`config.mk`:
```
export PLATFORM = sky130hd
export DESIGN_NAME = ibex_cx_issue_flat
export DESIGN_NICKNAME = d
export VERILOG_FILES = /design/src/rtl/ibex_cx_issue_pkg.sv /design/src/rtl/ibex_cx_issue_if.sv /design/src/rtl/ibex_cx_issue_timer.sv /design/src/rtl/ibex_cx_issue.sv /design/src/flat_wrapper.sv
export SDC_FILE = /design/constraint.sdc
export NUM_CORES = 1
export LEC_CHECK = 0
export CORE_MARGIN = 2
export CORE_UTILIZATION = 37
export CTS_CLUSTER_SIZE = 30
export DETAILED_ROUTE_END_ITERATION = 8
export PLACE_DENSITY_LB_ADDON = 0.2
export SLEW_MARGIN = 20
export SYNTH_ARGS = -nofsm -noshare
export SYNTH_HDL_FRONTEND = slang
export SYNTH_SLANG_ARGS = --single-unit
```
`constraint.sdc`:
```
create_clock -name clk -period 3.6 [get_ports clk]
set_clock_uncertainty 0.05 [all_clocks]
set_input_delay 0.72 -clock clk [delete_from_list [all_inputs] [get_ports clk]]
set_output_delay 0.72 -clock clk [all_outputs]
set_load 0.01 [all_outputs]
```
`src/rtl/ibex_cx_issue_pkg.sv`:
```
`default_nettype none
// ============================================================================
// ibex_cx_issue_pkg : shared types and constants for the CX issue unit
// Revision 1.0
// ============================================================================
package ibex_cx_issue_pkg;

    localparam int CX_TAG_W   = 3;
    localparam int CX_TIMEOUT = 64;
    localparam int CX_DELAY_W = 4;

    typedef enum logic [1:0] {
        CX_IDLE = 2'd0,
        CX_REQ  = 2'd1,
        CX_WAIT = 2'd2,
        CX_RESP = 2'd3
    } cx_state_e;

    typedef enum logic [1:0] {
        CX_OP_0 = 2'd0,
        CX_OP_1 = 2'd1,
        CX_OP_2 = 2'd2,
        CX_OP_3 = 2'd3
    } cx_optype_e;

    // A non-zero delay selects fixed-latency completion instead of a handshake.
    function automatic logic cx_is_fixed(input logic [CX_DELAY_W-1:0] delay);
        return delay != '0;
    endfunction

endpackage
`default_nettype wire

```
`src/rtl/ibex_cx_issue_if.sv`:
```
`default_nettype none
// ============================================================================
// ibex_cx_issue_if : request/response bus between the CX unit and the fabric
// Revision 1.0
// ============================================================================
interface ibex_cx_issue_if #(
    parameter int TAG_W = 3
);
    logic             cx_req_valid_o;
    logic             cx_req_ready_i;
    logic [1:0]       cx_req_optype_o;
    logic [31:0]      cx_req_op_a_o;
    logic [31:0]      cx_req_op_b_o;
    logic [TAG_W-1:0] cx_req_tag_o;
    logic             cx_resp_valid_i;
    logic [TAG_W-1:0] cx_resp_tag_i;
    logic [31:0]      cx_resp_data_i;
    logic             cx_resp_ready_o;

    modport master (
        output cx_req_valid_o, cx_req_optype_o, cx_req_op_a_o, cx_req_op_b_o,
               cx_req_tag_o, cx_resp_ready_o,
        input  cx_req_ready_i, cx_resp_valid_i, cx_resp_tag_i, cx_resp_data_i
    );

    modport slave (
        input  cx_req_valid_o, cx_req_optype_o, cx_req_op_a_o, cx_req_op_b_o,
               cx_req_tag_o, cx_resp_ready_o,
        output cx_req_ready_i, cx_resp_valid_i, cx_resp_tag_i, cx_resp_data_i
    );
endinterface
`default_nettype wire

```
`src/rtl/ibex_cx_issue_timer.sv`:
```
`default_nettype none
// ============================================================================
// ibex_cx_issue_timer : saturating WAIT-cycle counter with latency/timeout taps
// Revision 1.0
// ============================================================================
module ibex_cx_issue_timer
    import ibex_cx_issue_pkg::*;
#(
    parameter int TIMEOUT_CYCLES = CX_TIMEOUT
) (
    input  wire logic                  clk,
    input  wire logic                  rst,
    input  wire logic                  clr_i,
    input  wire logic                  en_i,
    input  wire logic [CX_DELAY_W-1:0] delay_i,
    output logic                       match_o,
    output logic                       timeout_o
);

    localparam int                CNT_W   = $clog2(TIMEOUT_CYCLES);
    localparam logic [CNT_W-1:0]  CNT_MAX = CNT_W'(TIMEOUT_CYCLES - 1);

    logic [CNT_W-1:0] cnt_q, cnt_d;

    always_comb begin
        cnt_d = cnt_q;
        if (clr_i) begin
            cnt_d = '0;
        end else if (en_i && (cnt_q != CNT_MAX)) begin
            cnt_d = cnt_q + 1'b1;
        end
    end

    always_ff @(posedge clk or posedge rst) begin
        if (rst) begin
            cnt_q <= '0;
        end else begin
            cnt_q <= cnt_d;
        end
    end

    assign match_o   = (delay_i != '0) && ((32'(delay_i) - 32'd1) == 32'(cnt_q));
    assign timeout_o = (cnt_q == CNT_MAX);

endmodule
`default_nettype wire

```
`src/rtl/ibex_cx_issue.sv`:
```
`default_nettype none
// ============================================================================
// ibex_cx_issue : issues eFPGA custom instructions and returns one-cycle results
// Revision 1.0
// ============================================================================
module ibex_cx_issue
    import ibex_cx_issue_pkg::*;
#(
    parameter int TAG_W          = CX_TAG_W,
    parameter int TIMEOUT_CYCLES = CX_TIMEOUT
) (
    input  wire logic                  clk,
    input  wire logic                  rst,
    input  wire logic                  en_i,
    input  wire logic                  flush_i,
    input  wire logic [1:0]            optype_i,
    input  wire logic [31:0]           operand_a_i,
    input  wire logic [31:0]           operand_b_i,
    input  wire logic [CX_DELAY_W-1:0] delay_i,
    ibex_cx_issue_if.master            cx,
    output logic                       resp_valid_o,
    output logic [31:0]                result_o,
    output logic                       err_o,
    output logic                       busy_o
);

    cx_state_e               state_q, state_d;
    cx_optype_e              optype_q, optype_d;
    logic [31:0]             op_a_q, op_a_d;
    logic [31:0]             op_b_q, op_b_d;
    logic [CX_DELAY_W-1:0]   delay_q, delay_d;
    logic [TAG_W-1:0]        tag_q, tag_d;
    logic [TAG_W-1:0]        issued_tag_q, issued_tag_d;
    logic [31:0]             result_q, result_d;
    logic                    err_q, err_d;

    logic fixed_mode;
    logic req_hs;
    logic resp_hit;
    logic timer_match;
    logic timer_timeout;

    assign fixed_mode = cx_is_fixed(delay_q);
    assign req_hs     = (state_q == CX_REQ) && cx.cx_req_ready_i;
    assign resp_hit   = !fixed_mode && cx.cx_resp_valid_i && (cx.cx_resp_tag_i == issued_tag_q);

    // Counter sits at zero outside WAIT, so it restarts on every handshake.
    ibex_cx_issue_timer #(
        .TIMEOUT_CYCLES (TIMEOUT_CYCLES)
    ) u_timer (
        .clk       (clk),
        .rst       (rst),
        .clr_i     (state_q != CX_WAIT),
        .en_i      (state_q == CX_WAIT),
        .delay_i   (delay_q),
        .match_o   (timer_match),
        .timeout_o (timer_timeout)
    );

    always_comb begin
        state_d      = state_q;
        optype_d     = optype_q;
        op_a_d       = op_a_q;
        op_b_d       = op_b_q;
        delay_d      = delay_q;
        tag_d        = tag_q;
        issued_tag_d = issued_tag_q;
        result_d     = result_q;
        err_d        = err_q;

        case (state_q)
            CX_IDLE: begin
                if (en_i && !flush_i) begin
                    optype_d = cx_optype_e'(optype_i);
                    op_a_d   = operand_a_i;
                    op_b_d   = operand_b_i;
                    delay_d  = delay_i;
                    state_d  = CX_REQ;
                end
            end
            CX_REQ: begin
                // The fabric has seen the handshake even if a flush lands now.
                if (req_hs) begin
                    issued_tag_d = tag_q;
                    tag_d        = tag_q + 1'b1;
                    state_d      = CX_WAIT;
                end
            end
            CX_WAIT: begin
                if (resp_hit) begin
                    result_d = cx.cx_resp_data_i;
                    err_d    = 1'b0;
                    state_d  = CX_RESP;
                end else if (fixed_mode && timer_match) begin
                    result_d = cx.cx_resp_data_i;
                    err_d    = 1'b0;
                    state_d  = CX_RESP;
                end else if (timer_timeout) begin
                    result_d = '0;
                    err_d    = 1'b1;
                    state_d  = CX_RESP;
                end
            end
            CX_RESP: begin
                state_d = CX_IDLE;
            end
            default: begin
                state_d = CX_IDLE;
            end
        endcase

        if (flush_i) begin
            state_d  = CX_IDLE;
            result_d = result_q;
            err_d    = err_q;
        end
    end

    always_ff @(posedge clk or posedge rst) begin
        if (rst) begin
            state_q      <= CX_IDLE;
            optype_q     <= CX_OP_0;
            op_a_q       <= '0;
            op_b_q       <= '0;
            delay_q      <= '0;
            tag_q        <= '0;
            issued_tag_q <= '0;
            result_q     <= '0;
            err_q        <= 1'b0;
        end else begin
            state_q      <= state_d;
            optype_q     <= optype_d;
            op_a_q       <= op_a_d;
            op_b_q       <= op_b_d;
            delay_q      <= delay_d;
            tag_q        <= tag_d;
            issued_tag_q <= issued_tag_d;
            result_q     <= result_d;
            err_q        <= err_d;
        end
    end

    assign cx.cx_req_valid_o  = (state_q == CX_REQ);
    assign cx.cx_req_optype_o = optype_q;
    assign cx.cx_req_op_a_o   = op_a_q;
    assign cx.cx_req_op_b_o   = op_b_q;
    assign cx.cx_req_tag_o    = tag_q;
    assign cx.cx_resp_ready_o = (state_q == CX_WAIT) && !fixed_mode;

    assign resp_valid_o = (state_q == CX_RESP) && !flush_i;
    assign err_o        = resp_valid_o && err_q;
    assign result_o     = result_q;
    assign busy_o       = (state_q != CX_IDLE);

endmodule
`default_nettype wire

```
`src/flat_wrapper.sv`:
```
// flat-port wrapper written by rule: the top's interface ports become plain ports
module ibex_cx_issue_flat import ibex_cx_issue_pkg::*;
#(
    parameter int TAG_W          = CX_TAG_W,
    parameter int TIMEOUT_CYCLES = CX_TIMEOUT
)
  (clk, rst, en_i, flush_i, optype_i, operand_a_i, operand_b_i, delay_i, resp_valid_o, result_o, err_o, busy_o, cx_cx_req_valid_o, cx_cx_req_optype_o, cx_cx_req_op_a_o, cx_cx_req_op_b_o, cx_cx_req_tag_o, cx_cx_resp_ready_o, cx_cx_req_ready_i, cx_cx_resp_valid_i, cx_cx_resp_tag_i, cx_cx_resp_data_i);
  ibex_cx_issue_if #(.TAG_W(TAG_W)) cx_i ();
  input  wire logic clk;
  input  wire logic rst;
  input  wire logic en_i;
  input  wire logic flush_i;
  input  wire logic [1:0] optype_i;
  input  wire logic [31:0] operand_a_i;
  input  wire logic [31:0] operand_b_i;
  input  wire logic [CX_DELAY_W-1:0] delay_i;
  output logic resp_valid_o;
  output logic [31:0] result_o;
  output logic err_o;
  output logic busy_o;
  output wire logic [$bits(cx_i.cx_req_valid_o)-1:0] cx_cx_req_valid_o;
  output wire logic [$bits(cx_i.cx_req_optype_o)-1:0] cx_cx_req_optype_o;
  output wire logic [$bits(cx_i.cx_req_op_a_o)-1:0] cx_cx_req_op_a_o;
  output wire logic [$bits(cx_i.cx_req_op_b_o)-1:0] cx_cx_req_op_b_o;
  output wire logic [$bits(cx_i.cx_req_tag_o)-1:0] cx_cx_req_tag_o;
  output wire logic [$bits(cx_i.cx_resp_ready_o)-1:0] cx_cx_resp_ready_o;
  input wire logic [$bits(cx_i.cx_req_ready_i)-1:0] cx_cx_req_ready_i;
  input wire logic [$bits(cx_i.cx_resp_valid_i)-1:0] cx_cx_resp_valid_i;
  input wire logic [$bits(cx_i.cx_resp_tag_i)-1:0] cx_cx_resp_tag_i;
  input wire logic [$bits(cx_i.cx_resp_data_i)-1:0] cx_cx_resp_data_i;
  assign cx_cx_req_valid_o = cx_i.cx_req_valid_o;
  assign cx_cx_req_optype_o = cx_i.cx_req_optype_o;
  assign cx_cx_req_op_a_o = cx_i.cx_req_op_a_o;
  assign cx_cx_req_op_b_o = cx_i.cx_req_op_b_o;
  assign cx_cx_req_tag_o = cx_i.cx_req_tag_o;
  assign cx_cx_resp_ready_o = cx_i.cx_resp_ready_o;
  assign cx_i.cx_req_ready_i = cx_cx_req_ready_i;
  assign cx_i.cx_resp_valid_i = cx_cx_resp_valid_i;
  assign cx_i.cx_resp_tag_i = cx_cx_resp_tag_i;
  assign cx_i.cx_resp_data_i = cx_cx_resp_data_i;
  ibex_cx_issue #(.TAG_W(TAG_W), .TIMEOUT_CYCLES(TIMEOUT_CYCLES)) u_core (.clk(clk), .rst(rst), .en_i(en_i), .flush_i(flush_i), .optype_i(optype_i), .operand_a_i(operand_a_i), .operand_b_i(operand_b_i), .delay_i(delay_i), .cx(cx_i), .resp_valid_o(resp_valid_o), .result_o(result_o), .err_o(err_o), .busy_o(busy_o));
endmodule
```
==> results_dict.tcl, run 1 <==
set metrics [dict create \
    drc 0 \
    syn_to_final_growth_pct 62.2 \
    hold_path.class "reg2reg" \
    port_buffers 216 \
    core_area_mm2 0.0125 \
    crit_path_top_delay_cell "clkdlybuf4s50_1" \
    max_freq_ghz 0.342 \
    tightest_slew_ns 0.651 \
    rsz0062_at_grt "false" \
    crit_fanout 4 \
    clk_pin_slew_ns 0.05 \
    netSwitchingFraction_pct 28.6 \
    min_period_ns 2.93 \
    netlist_area_mm2 0.00469 \
    drive_above_1_share_pct 21.1 \
    seq_power_share_pct 35.5 \
    numClockSinks 117 \
    ant_nets 0 \
    hold_buffers 0 \
    outcome "complete, no violations" \
    seq_area_frac_synth_pct 62.5 \
    dp.cells 691 \
    p_int_mw 4.34 \
    setup-violations-final 0 \
    cts_setup_buffers 0 \
    gp_congestion 0.746 \
    num_rows 41 \
    clock_latency_ns 0.40 \
    ios 217 \
    ir_drop_v 0.000407 \
    h-tree-depth 4 \
    grt_pass1_vias 3549 \
    worst_setup_path_start_kind "register" \
    slew_viol_final 0 \
    wl_um 11600 \
    grt_max_degree 118 \
    hold_viol_final 0 \
    die-area_mm2 0.0136 \
    synthFlopType "dfrtp_1" \
    num_vias 3385 \
    setup_slack_ns 0.672 \
    slew_headroom_pct 56.5 \
    clock_path_buffers 2 \
    synth_fp_nets 428 \
    insertedDiodeCount 0 \
    instances_no_fill 723 \
    grt-ovfl-total 0 \
    synthCells 309 \
    cp.required_ns 2.83 \
    p_per_area_mw_per_mm2 801 \
    pwr-share-clk_pct 24.4 \
    cts.repair.resized 0 \
    antenna_found_initial 0 \
    critPathMaxStageDelay_ns 0.54 \
    p_total_mw 6.09 \
    cts_tree "built" \
    grt_pass1_wl_um 17800 \
    yosysWarningCount 0 \
    fp.dieW_um 117 \
    root_buffer "clkbuf_16" \
    first_pass_iters 4 \
    wl_per_cell_um 16.0 \
    p_leak_nw 3.26 \
    drt_iter0_markers 96 \
    setup_tns_ns 0 \
    synth-edff-count 0 \
    start_util_pct 37.4 \
    postLayoutCoreUtil_pct 60.7 \
    cts_made_buffers 17 \
    synth_cell_types 33 \
    async_reset_ff_share_pct 100 \
    end_kind "primary output" \
    via_per_inst 4.68 \
    maxCapViolCount 0 \
    syn_avg_cell_area_um2 15.2 \
    die_h_um 117 \
    gr-usage-all-layers_pct 17.4 \
    power.switching_mw 1.74 \
    ys_seq_elements 117 \
    critPathKind "reg2out" \
    hpwl_um 8320 \
    post-route-period-util_pct 81.3 \
    fin_nets 657 \
    arrival_ns 2.16 \
    p_comb_share_pct 40.1 \
    worstPathCellList "inv_1 -> ha_1 -> nor3b_1 -> and2_1 -> clkdlybuf4s50_1" \
    pre_cts_ws_ns 0.735 \
]
==> metrics by stage <==
stage,hold slack [ns],area (um^2)
floorplan,0.408,4690
global placement,0.430,7080
detailed placement,0.430,7080
CTS,0.446,7600
global route,0.456,7600
finish,0.443,7600
==> layout by cell type, fill, tap and decap left out, types with 5 or more instances in the layout <==
cell type | netlist | layout
clkdlybuf4s50_1 | 0 | 216
nand3_1 | 5 | 5
clkbuf_1 | 8 | 7
buf_4 | 0 | 5
dfrtp_1 | 117 | 117
clkbuf_16 | 0 | 17
a22o_1 | 30 | 30
mux2_2 | 74 | 74
ha_1 | 8 | 8
inv_1 | 7 | 6
xnor2_1 | 11 | 11
==> path summary, 6_finish.rpt <==
| path | from | endpoint | slack, ns | cells after the start |
|---|---|---|---|---|
| hold reg to reg | u_core.cx.cx_req_tag_o[2] | u_core.cx.cx_req_tag_o[2] | 0.44 | 1 |
| max in group asynchronous | rst | u_core.cx.cx_req_op_b_o[22] | 2.21 | 3 |
| min in group asynchronous | rst | u_core.result_o[20] | 0.75 | 3 |
| setup / recovery | u_core.delay_q[0] | cx_cx_resp_ready_o | 0.67 | 5 |
| setup reg to reg | u_core.delay_q[0] | u_core.result_o[2] | 1.05 | 8 |
| hold / removal | u_core.cx.cx_req_tag_o[2] | u_core.cx.cx_req_tag_o[2] | 0.44 | 1 |
==> cell type report <==
type,count,area [um^2]
well taps,172,215
multi-input cells,171,1640
clock inverters,4,20.0
inverters,7,30.0
clock buffers,28,507
flip-flops and latches,117,2930
fillers,1054,4910
repair buffers,224,2260
==> layer usage <==
layer	global-route usage, %	vias up	share of wire, %
met5	0	-	0
met1	20.1	1657	39
li1	-	1574	-
met2	26.9	139	48
met4	8.00	0	1.7
met3	8.93	15	11
==> flip-flops by register name, summed over array words and instances, names as in the netlist <==
signal	count
u_core.cx.cx_req_op_a_o	32
u_core.cx.cx_req_op_b_o	32
u_core.result_o	32
u_core.u_timer.cnt_q	6
u_core.delay_q	4
u_core.cx.cx_req_tag_o	3
u_core.issued_tag_q	3
u_core.cx.cx_req_optype_o	2
u_core.state_q	2
u_core.err_q	1
==> critical path, delay by kind of cell, from the launching register on <==
kind          cells  cell delay, ns
fa+ha+maj         1            0.17
buf+inv           2            0.61
flops             1            0.42
simple gates      2            0.55
==> kinds of logic (layout without fill, tap and decap cells) <==
logic type | after synthesis | after routing | share of synthesized area, %
DFF | 117 | 117 | 62.5
muxes | 76 | 76 | 18.2
AOI/OAI and AO/OA | 44 | 44 | 8.09
and+or+nand+nor | 31 | 31 | 4.22
buffers and inverters | 21 | 263 | 2.64
xor gates and xnor gates | 12 | 12 | 2.24
adders and majority gates | 8 | 8 | 2.14
==> cell usage after synthesis (4+ instances only) <==
library cell,n,area share [%]
dfrtp_1,117,62
mux2_2,74,18
a22o_1,30,5.6
xnor2_1,11,2.1
clkbuf_1,8,0.64
ha_1,8,2.1
inv_1,7,0.56
buf_6,6,1.4
nand3_1,5,0.53
nor2_1,4,0.32
==> power by group through the flow <==
stage | Combinational [mW] | Clock (mW) | Sequential, mW
2_1_floorplan | 0.880 | 0 | 2.38
3_3_place_gp | 2.44 | 0 | 2.16
3_5_place_dp | 2.47 | 0 | 2.18
4_1_cts | 2.49 | 1.52 | 2.17
5_1_grt | 2.63 | 1.58 | 2.23
6_report | 2.44 | 1.48 | 2.16
Power figures use the tool's default switching activity.
==> run 2: changes to the inputs <==
==> constraint.sdc (replaced) <==
create_clock -name clk -period 2.5 [get_ports clk]
set_clock_uncertainty 0.05 [all_clocks]
set_input_delay 0.5 -clock clk [delete_from_list [all_inputs] [get_ports clk]]
set_output_delay 0.5 -clock clk [all_outputs]
set_load 0.01 [all_outputs]
==> run 2 against run 1 <==
Non-clock buffer count grew 2; final cell count grew 0.41%; global-route usage grew 0.26 points.
==> results_dict.tcl, run 2 (same netlist as run 1, synthesis figures left out) <==
set metrics [dict create \
    grt_pass1_vias 3574 \
    p_comb_share_pct 40.1 \
    netSwitchingFraction_pct 29.1 \
    first_pass_iters 4 \
    crit_path_top_delay_cell "clkdlybuf4s50_1" \
    hold_buffers 0 \
    clock_path_buffers 2 \
    worstPathCellList "ha_1 -> nor2b_1 -> and2_1 -> clkdlybuf4s50_1" \
    hold_viol_final 0 \
    pwr-share-clk_pct 24.7 \
    syn_to_final_growth_pct 63.9 \
    cts_tree "built" \
    fin_nets 660 \
    num_rows 41 \
    drt_iter0_markers 185 \
    postLayoutCoreUtil_pct 61.4 \
    fp.dieW_um 117 \
    critPathMaxStageDelay_ns 0.52 \
    wl_um 12000 \
    die-area_mm2 0.0136 \
    power.switching_mw 2.59 \
    seq_power_share_pct 35.2 \
    h-tree-depth 4 \
    clock_latency_ns 0.41 \
    ios 217 \
    crit_fanout 4 \
    insertedDiodeCount 0 \
    ir_drop_v 0.000699 \
    final_cell_mix "clkdlybuf4s50_1, dfrtp_1, mux2_2, a22o_1, clkbuf_16" \
    slew_viol_final 0 \
    numClockSinks 117 \
    path_buf_inv 1 \
    fillers 1037 \
    p_int_mw 6.31 \
    post-route-period-util_pct 96.6 \
    outcome "complete, no violations" \
    dp.cells 692 \
    tightest_slew_ns 0.506 \
    cp.required_ns 1.95 \
    setup-violations-final 0 \
    port_buffers 216 \
    gp_congestion 0.736 \
    gr-usage-all-layers_pct 17.6 \
    p_total_mw 8.90 \
    hold_depth 1 \
    max_freq_ghz 0.414 \
    core_area_mm2 0.0125 \
    instances_no_fill 726 \
    wl_per_cell_um 16.5 \
    drc 0 \
    min_period_ns 2.41 \
    slew_headroom_pct 66.2 \
    maxCapViolCount 0 \
    ant_nets 0 \
    p_leak_nw 3.30 \
    start_util_pct 37.4 \
    die_h_um 117 \
    arrival_ns 1.86 \
    grt_max_degree 71 \
    end_kind "primary output" \
    antenna_found_initial 0 \
    grt-ovfl-total 0 \
    worst-path-stages 4 \
    layout_commonest_cell "clkdlybuf4s50_1" \
    cts_made_buffers 17 \
    root_buffer "clkbuf_16" \
    drive_above_1_share_pct 22.4 \
    hpwl_um 8180 \
    multi_input_area_mm2 0.00168 \
    hold_path.class "reg2reg" \
    via_per_inst 4.74 \
    cpLargestDelayFamily "buffers and inverters" \
    num_vias 3439 \
    clk_pin_slew_ns 0.05 \
    area.sequential_mm2 0.00293 \
    critPathKind "reg2out" \
    p_per_area_mw_per_mm2 1160 \
    worst_setup_path_start_kind "register" \
    grt_pass1_wl_um 18100 \
    r2r_cells 9 \
]
## run 2: final timing paths
| path | startpoint | endpoint | slack (ns) |
|---|---|---|---|
| max reg2reg | u_core.delay_q[0] | u_core.result_o[2] | 0.11 |
| min | u_core.result_o[28] | u_core.result_o[28] | 0.44 |
| max | u_core.state_q[1] | err_o | 0.09 |
| max in group asynchronous | rst | u_core.delay_q[2] | 1.60 |
| min in group asynchronous | rst | u_core.result_o[17] | 0.50 |
| min reg2reg | u_core.result_o[28] | u_core.result_o[28] | 0.44 |
## run 2: timing repair
action / CTS / global route
setup buffers: 0 / 1
cloned: 0 / 1
endpoints found under the setup margin: 1 / 32
resized for setup: 5 / 2
## run 2: metrics by stage
stage	worst slack, ns	cell area, um^2	setup TNS (ns)	hold WS (ns)
after floorplan	0.196	4690	0	0.408
after global placement	0.150	7100	0	0.432
after detailed placement	0.0777	7100	0	0.431
after CTS	0.0537	7650	0	0.451
after global routing	-0.000666	7680	-0.000666	0.458
final	0.0860	7680	0	0.444
## run 2: layout make-up
class	count	area share (%)
clock inverters	10	1.08
repair buffers	226	29.8
multi-input cells	172	21.9
clock buffers	22	5.91
inverters	7	0.391
flip-flops and latches	117	38.1
well taps	172	2.80
## run 2: worst reg2reg max path: stages (launching register included)
cell and delay, ns:
dfrtp_1 0.34, inv_1 0.05, ha_1 0.30, xnor2_1 0.13
or4_4 0.49, nor4_4 0.27, buf_6 0.16, a211oi_4 0.07
buf_12 0.19, a22o_2 0.22
## run 2: power groups by stage
stage	sequential (mW)	clock (mW)	combinational (mW)
floorplan	3.43	0	1.27
global placement	3.11	0	3.50
detailed placement	3.14	0	3.56
CTS	3.14	2.26	3.60
global route	3.23	2.34	3.84
finish	3.13	2.20	3.57
## run 2: layer usage
metal  vias to the layer above  share of wire [%]  track usage (%)
met5                         -                  0                0
met4                         0                1.2             7.45
met3                        10                 11             9.44
met2                       143                 48             26.4
met1                      1707                 41             21.2
li1                       1579                  -                -
